<file path="src/rtl/rv32_instr_encoder.sv">
// RV32I field-to-word encoder: packs decoded instruction fields into a legal 32-bit word
// through a two-stage elastic valid/ready pipeline, counting issued and unencodable words.
package rv32_instr_encoder_pkg;
    typedef enum logic [5:0] {
        RV32_UNKNOWN, RV32_LUI, RV32_AUIPC, RV32_JAL, RV32_JALR,
        RV32_BEQ, RV32_BNE, RV32_BLT, RV32_BGE, RV32_BLTU, RV32_BGEU,
        RV32_LB, RV32_LH, RV32_LW, RV32_LBU, RV32_LHU,
        RV32_SB, RV32_SH, RV32_SW,
        RV32_ADDI, RV32_SLTI, RV32_SLTIU, RV32_XORI, RV32_ORI, RV32_ANDI,
        RV32_SLLI, RV32_SRLI, RV32_SRAI,
        RV32_ADD, RV32_SUB, RV32_SLL, RV32_SLT, RV32_SLTU, RV32_XOR,
        RV32_SRL, RV32_SRA, RV32_OR, RV32_AND,
        RV32_FENCE, RV32_FENCEI, RV32_ECALL, RV32_EBREAK,
        RV32_CSRRW, RV32_CSRRS, RV32_CSRRC, RV32_CSRRWI, RV32_CSRRSI, RV32_CSRRCI
    } rv32_opcode_enum_t;
    typedef logic [4:0] rv_register_t;
endpackage

module rv32_instr_encoder
    import rv32_instr_encoder_pkg::*;
#(
    parameter int          CNT_W        = 16,
    parameter logic [31:0] ILLEGAL_WORD = 32'h0000_0000
) (
    input  logic              clk,
    input  logic              rst_n,
    input  logic              flush_i,
    input  logic              in_valid_i,
    output logic              in_ready_o,
    input  rv32_opcode_enum_t in_opcode_i,
    input  rv_register_t      in_rs1_i,
    input  rv_register_t      in_rs2_i,
    input  rv_register_t      in_rd_i,
    input  logic [31:0]       in_imm_i,
    input  logic [4:0]        in_shamt_i,
    input  logic [11:0]       in_csr_i,
    input  logic [4:0]        in_zimm_i,
    input  logic [3:0]        in_fence_pred_i,
    input  logic [3:0]        in_fence_succ_i,
    output logic              out_valid_o,
    input  logic              out_ready_i,
    output logic [31:0]       out_instr_o,
    output logic              out_err_o,
    output logic [31:0]       out_instr_cnt_o,
    output logic [CNT_W-1:0]  out_err_cnt_o
);
    typedef enum logic [3:0] {
        FMT_BAD, FMT_R, FMT_I, FMT_SH, FMT_S, FMT_B, FMT_U, FMT_J,
        FMT_CSR, FMT_CSRI, FMT_FENCE, FMT_FIXED
    } fmt_e;

    logic              s1_valid_q, s2_valid_q;
    rv32_opcode_enum_t s1_op_q;
    rv_register_t      s1_rs1_q, s1_rs2_q, s1_rd_q;
    logic [31:0]       s1_imm_q;
    logic [4:0]        s1_shamt_q, s1_zimm_q;
    logic [11:0]       s1_csr_q;
    logic [3:0]        s1_pred_q, s1_succ_q;
    logic [31:0]       s2_word_q;
    logic              s2_err_q;
    logic [31:0]       instr_cnt_q, instr_cnt_d;
    logic [CNT_W-1:0]  err_cnt_q, err_cnt_d;

    logic s2_adv, s1_adv, in_fire, out_fire;
    assign s2_adv     = !s2_valid_q || out_ready_i;
    assign s1_adv     = !s1_valid_q || s2_adv;
    assign in_ready_o = s1_adv && !flush_i;
    assign in_fire    = in_valid_i && in_ready_o;
    assign out_fire   = s2_valid_q && out_ready_i;

    fmt_e        fmt;
    logic [6:0]  opc, f7;
    logic [2:0]  f3;
    logic [31:0] fixed_word;

    always_comb begin
        fmt = FMT_BAD; opc = 7'b0; f3 = 3'b0; f7 = 7'b0; fixed_word = ILLEGAL_WORD;
        case (s1_op_q)
            RV32_LUI:    begin fmt = FMT_U; opc = 7'b0110111; end
            RV32_AUIPC:  begin fmt = FMT_U; opc = 7'b0010111; end
            RV32_JAL:    begin fmt = FMT_J; opc = 7'b1101111; end
            RV32_JALR:   begin fmt = FMT_I; opc = 7'b1100111; f3 = 3'b000; end
            RV32_BEQ:    begin fmt = FMT_B; opc = 7'b1100011; f3 = 3'b000; end
            RV32_BNE:    begin fmt = FMT_B; opc = 7'b1100011; f3 = 3'b001; end
            RV32_BLT:    begin fmt = FMT_B; opc = 7'b1100011; f3 = 3'b100; end
            RV32_BGE:    begin fmt = FMT_B; opc = 7'b1100011; f3 = 3'b101; end
            RV32_BLTU:   begin fmt = FMT_B; opc = 7'b1100011; f3 = 3'b110; end
            RV32_BGEU:   begin fmt = FMT_B; opc = 7'b1100011; f3 = 3'b111; end
            RV32_LB:     begin fmt = FMT_I; opc = 7'b0000011; f3 = 3'b000; end
            RV32_LH:     begin fmt = FMT_I; opc = 7'b0000011; f3 = 3'b001; end
            RV32_LW:     begin fmt = FMT_I; opc = 7'b0000011; f3 = 3'b010; end
            RV32_LBU:    begin fmt = FMT_I; opc = 7'b0000011; f3 = 3'b100; end
            RV32_LHU:    begin fmt = FMT_I; opc = 7'b0000011; f3 = 3'b101; end
            RV32_SB:     begin fmt = FMT_S; opc = 7'b0100011; f3 = 3'b000; end
            RV32_SH:     begin fmt = FMT_S; opc = 7'b0100011; f3 = 3'b001; end
            RV32_SW:     begin fmt = FMT_S; opc = 7'b0100011; f3 = 3'b010; end
            RV32_ADDI:   begin fmt = FMT_I; opc = 7'b0010011; f3 = 3'b000; end
            RV32_SLTI:   begin fmt = FMT_I; opc = 7'b0010011; f3 = 3'b010; end
            RV32_SLTIU:  begin fmt = FMT_I; opc = 7'b0010011; f3 = 3'b011; end
            RV32_XORI:   begin fmt = FMT_I; opc = 7'b0010011; f3 = 3'b100; end
            RV32_ORI:    begin fmt = FMT_I; opc = 7'b0010011; f3 = 3'b110; end
            RV32_ANDI:   begin fmt = FMT_I; opc = 7'b0010011; f3 = 3'b111; end
            RV32_SLLI:   begin fmt = FMT_SH; opc = 7'b0010011; f3 = 3'b001; end
            RV32_SRLI:   begin fmt = FMT_SH; opc = 7'b0010011; f3 = 3'b101; end
            RV32_SRAI:   begin fmt = FMT_SH; opc = 7'b0010011; f3 = 3'b101; f7 = 7'b0100000; end
            RV32_ADD:    begin fmt = FMT_R; opc = 7'b0110011; f3 = 3'b000; end
            RV32_SUB:    begin fmt = FMT_R; opc = 7'b0110011; f3 = 3'b000; f7 = 7'b0100000; end
            RV32_SLL:    begin fmt = FMT_R; opc = 7'b0110011; f3 = 3'b001; end
            RV32_SLT:    begin fmt = FMT_R; opc = 7'b0110011; f3 = 3'b010; end
            RV32_SLTU:   begin fmt = FMT_R; opc = 7'b0110011; f3 = 3'b011; end
            RV32_XOR:    begin fmt = FMT_R; opc = 7'b0110011; f3 = 3'b100; end
            RV32_SRL:    begin fmt = FMT_R; opc = 7'b0110011; f3 = 3'b101; end
            RV32_SRA:    begin fmt = FMT_R; opc = 7'b0110011; f3 = 3'b101; f7 = 7'b0100000; end
            RV32_OR:     begin fmt = FMT_R; opc = 7'b0110011; f3 = 3'b110; end
            RV32_AND:    begin fmt = FMT_R; opc = 7'b0110011; f3 = 3'b111; end
            RV32_FENCE:  begin fmt = FMT_FENCE; opc = 7'b0001111; end
            RV32_FENCEI: begin fmt = FMT_FIXED; fixed_word = 32'h0000_100F; end
            RV32_ECALL:  begin fmt = FMT_FIXED; fixed_word = 32'h0000_0073; end
            RV32_EBREAK: begin fmt = FMT_FIXED; fixed_word = 32'h0010_0073; end
            RV32_CSRRW:  begin fmt = FMT_CSR; opc = 7'b1110011; f3 = 3'b001; end
            RV32_CSRRS:  begin fmt = FMT_CSR; opc = 7'b1110011; f3 = 3'b010; end
            RV32_CSRRC:  begin fmt = FMT_CSR; opc = 7'b1110011; f3 = 3'b011; end
            RV32_CSRRWI: begin fmt = FMT_CSRI; opc = 7'b1110011; f3 = 3'b101; end
            RV32_CSRRSI: begin fmt = FMT_CSRI; opc = 7'b1110011; f3 = 3'b110; end
            RV32_CSRRCI: begin fmt = FMT_CSRI; opc = 7'b1110011; f3 = 3'b111; end
            default:     fmt = FMT_BAD;
        endcase
    end

    // An immediate fits a format when every bit above its sign bit matches the sign bit.
    logic        i_ok, b_ok, j_ok, u_ok;
    logic [31:0] enc_word;
    logic        enc_err;
    assign i_ok = (&s1_imm_q[31:11]) || !(|s1_imm_q[31:11]);
    assign b_ok = ((&s1_imm_q[31:12]) || !(|s1_imm_q[31:12])) && !s1_imm_q[0];
    assign j_ok = ((&s1_imm_q[31:20]) || !(|s1_imm_q[31:20])) && !s1_imm_q[0];
    assign u_ok = !(|s1_imm_q[11:0]);

    always_comb begin
        enc_word = ILLEGAL_WORD;
        enc_err  = 1'b1;
        case (fmt)
            FMT_R:     begin enc_err = 1'b0; enc_word = {f7, s1_rs2_q, s1_rs1_q, f3, s1_rd_q, opc}; end
            FMT_SH:    begin enc_err = 1'b0; enc_word = {f7, s1_shamt_q, s1_rs1_q, f3, s1_rd_q, opc}; end
            FMT_I:     if (i_ok) begin
                           enc_err = 1'b0; enc_word = {s1_imm_q[11:0], s1_rs1_q, f3, s1_rd_q, opc};
                       end
            FMT_S:     if (i_ok) begin
                           enc_err  = 1'b0;
                           enc_word = {s1_imm_q[11:5], s1_rs2_q, s1_rs1_q, f3, s1_imm_q[4:0], opc};
                       end
            FMT_B:     if (b_ok) begin
                           enc_err  = 1'b0;
                           enc_word = {s1_imm_q[12], s1_imm_q[10:5], s1_rs2_q, s1_rs1_q, f3,
                                       s1_imm_q[4:1], s1_imm_q[11], opc};
                       end
            FMT_U:     if (u_ok) begin
                           enc_err = 1'b0; enc_word = {s1_imm_q[31:12], s1_rd_q, opc};
                       end
            FMT_J:     if (j_ok) begin
                           enc_err  = 1'b0;
                           enc_word = {s1_imm_q[20], s1_imm_q[10:1], s1_imm_q[11], s1_imm_q[19:12], s1_rd_q, opc};
                       end
            FMT_CSR:   begin enc_err = 1'b0; enc_word = {s1_csr_q, s1_rs1_q, f3, s1_rd_q, opc}; end
            FMT_CSRI:  begin enc_err = 1'b0; enc_word = {s1_csr_q, s1_zimm_q, f3, s1_rd_q, opc}; end
            FMT_FENCE: begin enc_err = 1'b0; enc_word = {4'b0, s1_pred_q, s1_succ_q, 5'b0, 3'b000, 5'b0, opc}; end
            FMT_FIXED: begin enc_err = 1'b0; enc_word = fixed_word; end
            default:   enc_err = 1'b1;
        endcase
    end

    always_comb begin
        instr_cnt_d = instr_cnt_q;
        err_cnt_d   = err_cnt_q;
        if (out_fire) begin
            instr_cnt_d = instr_cnt_q + 32'd1;
            if (s2_err_q && (err_cnt_q != {CNT_W{1'b1}})) err_cnt_d = err_cnt_q + CNT_W'(1);
        end
    end

    always_ff @(posedge clk or negedge rst_n) begin
        if (!rst_n) begin
            s1_valid_q  <= 1'b0;
            s2_valid_q  <= 1'b0;
            s1_op_q     <= RV32_UNKNOWN;
            s1_rs1_q    <= '0;
            s1_rs2_q    <= '0;
            s1_rd_q     <= '0;
            s1_imm_q    <= '0;
            s1_shamt_q  <= '0;
            s1_zimm_q   <= '0;
            s1_csr_q    <= '0;
            s1_pred_q   <= '0;
            s1_succ_q   <= '0;
            s2_word_q   <= '0;
            s2_err_q    <= 1'b0;
            instr_cnt_q <= '0;
            err_cnt_q   <= '0;
        end else begin
            instr_cnt_q <= instr_cnt_d;
            err_cnt_q   <= err_cnt_d;
            if (flush_i)     s1_valid_q <= 1'b0;
            else if (s1_adv) s1_valid_q <= in_valid_i;
            if (flush_i)     s2_valid_q <= 1'b0;
            else if (s2_adv) s2_valid_q <= s1_valid_q;
            if (in_fire) begin
                s1_op_q    <= in_opcode_i;
                s1_rs1_q   <= in_rs1_i;
                s1_rs2_q   <= in_rs2_i;
                s1_rd_q    <= in_rd_i;
                s1_imm_q   <= in_imm_i;
                s1_shamt_q <= in_shamt_i;
                s1_zimm_q  <= in_zimm_i;
                s1_csr_q   <= in_csr_i;
                s1_pred_q  <= in_fence_pred_i;
                s1_succ_q  <= in_fence_succ_i;
            end
            // Word registers only change when a new word moves in, so a stalled output holds steady.
            if (s2_adv && s1_valid_q && !flush_i) begin
                s2_word_q <= enc_word;
                s2_err_q  <= enc_err;
            end
        end
    end

    assign out_valid_o     = s2_valid_q;
    assign out_instr_o     = s2_word_q;
    assign out_err_o       = s2_err_q;
    assign out_instr_cnt_o = instr_cnt_q;
    assign out_err_cnt_o   = err_cnt_q;
endmodule
</file>
<file path="config.mk">
export PLATFORM = sky130hd
export DESIGN_NAME = rv32_instr_encoder
export DESIGN_NICKNAME = d
export VERILOG_FILES = /design/src/rtl/rv32_instr_encoder.sv
export SDC_FILE = /design/constraint.sdc
export NUM_CORES = 1
export LEC_CHECK = 0
export CORE_MARGIN = 2
export CORE_UTILIZATION = 47
export DETAILED_ROUTE_END_ITERATION = 16
export GPL_ROUTABILITY_DRIVEN = 0
export PLACE_DENSITY = 0.78
export SKIP_CTS_REPAIR_TIMING = 1
export SLEW_MARGIN = 20
export SYNTH_ARGS = -nofsm -noshare
export SYNTH_HDL_FRONTEND = slang
export SYNTH_SLANG_ARGS = --single-unit
</file>
<file path="constraint.sdc">
create_clock -name clk -period 2.2 [get_ports clk]
set_clock_uncertainty 0.05 [all_clocks]
set_input_delay 0.55 -clock clk [delete_from_list [all_inputs] [get_ports clk]]
set_output_delay 0.55 -clock clk [all_outputs]
set_load 0.05 [all_outputs]
</file>
==> results of run 1 <==
[critical path: stages (launching register included)]
cell      delay, ps
dfrtp_1         390
or4_4           580
nor2_4          180
nand2_2          80
o2111a_2        340
a31o_4          280
o41ai_4         270
[through the flow]
stage	setup TNS [ps]	instance area [sq um]	util	setup slack (ps)
2_1_floorplan	-2020	8190	-	-50.4
3_3_place_gp	-16470	10900	0.634	-403
3_5_place_dp	-20760	10900	0.634	-437
4_1_cts	-6760	11400	0.665	-293
5_1_grt	-566	11900	0.692	-90.0
6_report	-214	11900	0.692	-81.6
[logic make-up (layout without fill, tap and decap cells)]
kind of cell    after synthesis  in the layout
compound gates              146            146
xor+xnor                     51             51
buf+inv                      51            349
flops                       165            165
mux                          86             86
simple gates                225            225
fa+ha+maj                     2              2
[metal layers]
layer	global-route usage	vias up	wire, microns
li1	-	3242	-
met2	0.431	305	12100
met1	0.334	3603	9920
met4	0.0689	0	471
met5	0	-	0
met3	0.0576	39	1630
[power breakdown]
group          total, W  switching, W  internal [W]  leakage [nW]
registers       0.00381      0.000370       0.00344          2.08
logic           0.00294       0.00163       0.00131          3.63
clock network   0.00272       0.00124       0.00147         0.254
[worst max path at each step]
stage,slack (ps),to,cells after the start,startpoint
global route,-90,out_instr_o[25],7,s1_imm_q[16]
finish,-80,out_instr_o[2],6,s1_imm_q[16]
global placement,-400,out_instr_o[2],8,out_ready_i
CTS,-290,out_instr_o[7],7,s1_op_q[1]
detailed placement,-440,out_instr_o[2],8,out_ready_i
floorplan,-50,s1_csr_q[11],6,out_valid_o
[registers in the layout, indices dropped and copies added, names as in the netlist, 6 cells and up]
signal	flops
s1_csr_q	12
s1_op_q	6
s1_imm_q	32
out_instr_cnt_o	32
out_err_cnt_o	16
out_instr_o	31
[placed cells by master (no fill, tap or decap), types with 4 or more instances in the layout]
cell and instances:
o21ai_0 15, a22oi_1 5, a2bb2oi_1 5, nand2b_1 6, buf_12 10, clkbuf_16 17
a21oi_1 27, and3_1 9, buf_6 14, o211ai_1 5, nor3_1 9, o22ai_1 5
clkdlybuf4s50_1 85, a21o_1 8, nand3b_1 5, dfrtp_1 158, nand2_1 67, nor2_1 39
clkinv_2 4, a222oi_1 7, nor4_1 5, buf_4 153, dfrtp_2 7, a221o_1 10
xor2_1 18, a22o_1 7, a31oi_1 4, mux2_2 86, dlymetal6s2s_1 45, inv_1 9
xnor2_1 32, nand4_1 17, nand3_1 21, a211oi_1 4, o21ai_1 4
[area by class of cell]
type / instances / area, sq um
Inverter: 9 / 33.8
Sequential cell: 165 / 4140
Fill cell: 1214 / 5270
Clock inverter: 11 / 77.6
Tap cell: 225 / 282
Multi-Input combinational cell: 510 / 3950
Clock buffer: 21 / 450
Timing Repair Buffer: 308 / 2930
==> flow_metrics.env, run 1 <==
export IMPL_antenna_found_initial=0
export IMPL_synthCells=726
export IMPL_leakage_nw=5.97
export IMPL_drt_iter0_drc=683
export IMPL_synth_xor_xnor_area_share=0.0547
export IMPL_hold_violations=0
export IMPL_drive_above_1_share=0.345
export IMPL_synth_most_common_cell="dfrtp_1"
export IMPL_synth_edf_count=0
export IMPL_cts_max_path_buffers=2
export IMPL_synth_top_family_by_area="simple AND/OR/NAND/NOR gates"
export IMPL_finalPower_w=0.00947
export IMPL_fin_crit_ps=2280
export IMPL_synthAdderAreaFrac=0.00307
export IMPL_synthDominantCellAreaShare=0.506
export IMPL_synth_top_flop_cell="dfrtp_1"
export IMPL_hold_class="in -> async"
export IMPL_cts_buffers=17
export IMPL_drv_slew=0
export IMPL_cts_htree_levels=4
export IMPL_vdd_drop_max_mv=0.589
export IMPL_ys_ff_latch=165
export IMPL_wl_per_cell_microns=19.3
export IMPL_slew_headroom=0.629
export IMPL_ant_nets=0
export IMPL_synth_compound_area_frac=0.135
export IMPL_port_buffers=170
export IMPL_post_dp_hpwl_microns=17500
export IMPL_tightest_slew_ps=556
export IMPL_drc=0
export IMPL_finalSetupViolations=7
export IMPL_nets=1101
export IMPL_grt_ovfl_total=0
export IMPL_vias=7189
export IMPL_path_class="reg -> reg"
export IMPL_die_area_sq_um=18400
export IMPL_synth_common_cells="dfrtp_1, mux2_2, nand2_1"
export IMPL_grt_usage=0.256
export IMPL_cts_tree="done"
export IMPL_worstSetupEndpointType="flip-flop"
export IMPL_cap_violations=0
export IMPL_synth_nets=816
export IMPL_crit_path_start_kind="flip-flop"
export IMPL_path_clk_slew_ps=70
export IMPL_n_antenna_cell=0
export IMPL_die_w_microns=136
export IMPL_path_max_fanout=6
export IMPL_r2r_start="s1_imm_q[16]"
export IMPL_grt_pass1_wl_microns=36700
export IMPL_reg2reg_depth=6
export IMPL_yosys_area_top_type="dfrtp_1"
export IMPL_ys_seq_area_frac=0.506
export IMPL_pwr_density_cell_nw_per_um2=799
export IMPL_clock_latency_ps=430
export IMPL_clock_sinks=165
export IMPL_worst_slack_ps=-81.6
export IMPL_reg2reg_slack_ps=-80
export IMPL_cts_root_buf="clkbuf_16"
export IMPL_min_period_over_period=1.04
export IMPL_fin_cells=1249
export IMPL_drt_pass1_iterations=7
export IMPL_rsz0062_at_grt="true"
export IMPL_arrival_ps=2550
export IMPL_async_flop_share=1.00
export IMPL_holdWs_ps=0.792
export IMPL_avgViaCountPerCell=5.76
export IMPL_grt_max_degree=49
export IMPL_grt_pass1_vias=7006
export IMPL_synth_warnings=0
export IMPL_worstReg2RegEnd="out_instr_o[2]"
export IMPL_io_pin_count=171
export IMPL_die_height_microns=136
export IMPL_yosys_area_share_simple=0.145
export IMPL_dpl_cell_count=1203
export IMPL_syn_avg_cell_area_sq_um=11.2
export IMPL_crit_required_ps=2470
export IMPL_wl_microns=24100
export IMPL_violations="negative setup slack"
export IMPL_core_area_sq_um=17100
export IMPL_rows=48
export IMPL_synth_area_leaders="dfrtp_1, mux2_2, xnor2_1, nand2_1, xor2_1"
export IMPL_areaGrowthSynthToFinish_pct=45.2
export IMPL_max_freq_mhz=438
export IMPL_synthMuxAreaShare=0.119
export IMPL_ys_types=78
export IMPL_syn_cell_area_sq_um=8160
export IMPL_status="finished with violations"
export IMPL_start_util=0.477
Note: power is estimated with default switching activity, not from simulation.
==> run 2, diff against run 1 <==
--- a/config.mk
+++ b/config.mk
@@ -5,7 +5,6 @@
 export SDC_FILE = /design/constraint.sdc
 export NUM_CORES = 1
 export LEC_CHECK = 0
-export CORE_MARGIN = 2
 export CORE_UTILIZATION = 47
 export DETAILED_ROUTE_END_ITERATION = 16
 export GPL_ROUTABILITY_DRIVEN = 0
==> flow_metrics.env, run 2 (synthesis gave the netlist of run 1 again) <==
export IMPL_pwr_density_cell_nw_per_um2=831
export IMPL_port_buffers=170
export IMPL_grt_max_degree=46
export IMPL_die_w_microns=134
export IMPL_crit_path_start_kind="flip-flop"
export IMPL_path_max_fanout=5
export IMPL_start_util=0.487
export IMPL_grt_ovfl_total=0
export IMPL_fin_crit_ps=2260
export IMPL_vias=7174
export IMPL_cts_buffers=17
export IMPL_die_area_sq_um=17900
export IMPL_arrival_ps=2530
export IMPL_drive_above_1_share=0.336
export IMPL_rsz0062_at_grt="true"
export IMPL_mostFrequentLayoutCells="dfrtp_1, buf_4, mux2_2"
export IMPL_cap_violations=0
export IMPL_drv_slew=0
export IMPL_worstSetupEndpointType="flip-flop"
export IMPL_fin_util=0.705
export IMPL_reg2reg_slack_ps=-60
export IMPL_worst_slack_ps=-57.7
export IMPL_crit_required_ps=2470
export IMPL_layout_cells_most_common="dfrtp_1"
export IMPL_areaGrowthSynthToFinish_pct=44.8
export IMPL_wl_per_cell_microns=19.3
export IMPL_grt_pass1_wl_microns=36900
export IMPL_post_dp_hpwl_microns=17000
export IMPL_hold_violations=8
export IMPL_n_antenna_cell=0
export IMPL_rows=47
export IMPL_min_period_over_period=1.03
export IMPL_holdWs_ps=-10.1
export IMPL_n_fill_cell=1165
export IMPL_die_height_microns=134
export IMPL_leakage_nw=6.02
export IMPL_reg2reg_depth=6
export IMPL_cts_root_buf="clkbuf_16"
export IMPL_tightest_slew_ps=543
export IMPL_r2r_start="s1_imm_q[13]"
export IMPL_cts_htree_levels=4
export IMPL_grt_usage=0.265
export IMPL_path_class="reg -> reg"
export IMPL_grt_pass1_vias=7056
export IMPL_finalSetupViolations=1
export IMPL_ant_nets=0
export IMPL_avgViaCountPerCell=5.79
export IMPL_slew_headroom=0.637
export IMPL_core_area_sq_um=16800
export IMPL_violations="negative hold slack, negative setup slack"
export IMPL_antenna_found_initial=0
export IMPL_drt_iter0_drc=632
export IMPL_finalPower_w=0.00982
export IMPL_hold_class="in -> async"
export IMPL_path_clk_slew_ps=60
export IMPL_vdd_drop_max_mv=0.500
export IMPL_status="finished with violations"
export IMPL_io_pin_count=171
export IMPL_cts_max_path_buffers=2
export IMPL_drt_pass1_iterations=6
export IMPL_drc=0
export IMPL_nets=1097
export IMPL_wl_microns=24000
export IMPL_cts_tree="done"
export IMPL_clock_latency_ps=430
export IMPL_max_freq_mhz=443
export IMPL_worstReg2RegEnd="out_instr_o[2]"
export IMPL_clock_sinks=165
[run 2: cell types whose count changed in the layout (fill, tap and decap cells not counted), sizes merged]
| cell | change |
|---|---|
| a221o | +1 |
| buf | -10 |
| bufinv | +3 |
| clkbuf | -2 |
| clkinv | -4 |
| clkinvlp | -1 |
| dlymetal6s2s | +5 |
| inv | +3 |
[run 2: worst max-delay path by stage]
stage / slack (ps) / start / end / cells after the start
finish: -60 / s1_imm_q[13] / out_instr_o[2] / 6
global route: -120 / s1_imm_q[23] / out_instr_o[2] / 6
CTS: -270 / s1_op_q[1] / out_instr_o[13] / 7
detailed placement: -440 / out_ready_i / out_instr_o[10] / 9
global placement: -390 / out_ready_i / out_instr_o[2] / 6
floorplan: -50 / out_valid_o / s1_csr_q[11] / 6
[run 2: layout make-up]
| cell class | instances | area, sq um | share of cell area |
|---|---|---|---|
| flip-flops and latches | 165 | 4140 | 0.350 |
| clock buffers | 19 | 443 | 0.0375 |
| inverters | 9 | 33.8 | 0.00286 |
| repair buffers | 303 | 2830 | 0.239 |
| multi-input cells | 511 | 3930 | 0.332 |
| well taps | 220 | 275 | 0.0233 |
| clock inverters | 12 | 168 | 0.0142 |
[run 2: metal layers]
layer / part of all wire / global-route usage / vias up
li1: - / - / 3229
met1: 0.42 / 0.352 / 3532
met2: 0.49 / 0.438 / 343
met3: 0.065 / 0.0556 / 70
met4: 0.028 / 0.0777 / 0
met5: 0 / 0 / -
[run 2: report_power, final]
| group | switching, W | leakage [nW] | internal, W |
|---|---|---|---|
| Sequential | 0.000372 | 2.08 | 0.00344 |
| Combinational | 0.00161 | 3.64 | 0.00127 |
| Clock | 0.00128 | 0.294 | 0.00184 |
| Total | 0.00326 | 6.02 | 0.00655 |
[run 2: through the flow]
stage / cell area, sq um / hold WS (ps) / TNS [ps] / setup WS [ps] / instances
3_3_place_gp: 10800 / 414 / -15540 / -390 / 1195
3_5_place_dp: 10800 / 415 / -18340 / -440 / 1195
2_1_floorplan: 8190 / 204 / -2020 / -50.4 / 726
4_1_cts: 11400 / 1.45 / -5600 / -265 / 1226
6_report: 11800 / -10.1 / -57.7 / -57.7 / 1239
5_1_grt: 11800 / 14.5 / -623 / -125 / 1239
[run 2: critical path, stage by stage (launching register included)]
cell and delay [ps]:
dfrtp_1 380, or4_4 570, nor2_4 190, nand2_2 70, o2111a_2 350, a31o_4 280
o41ai_2 260
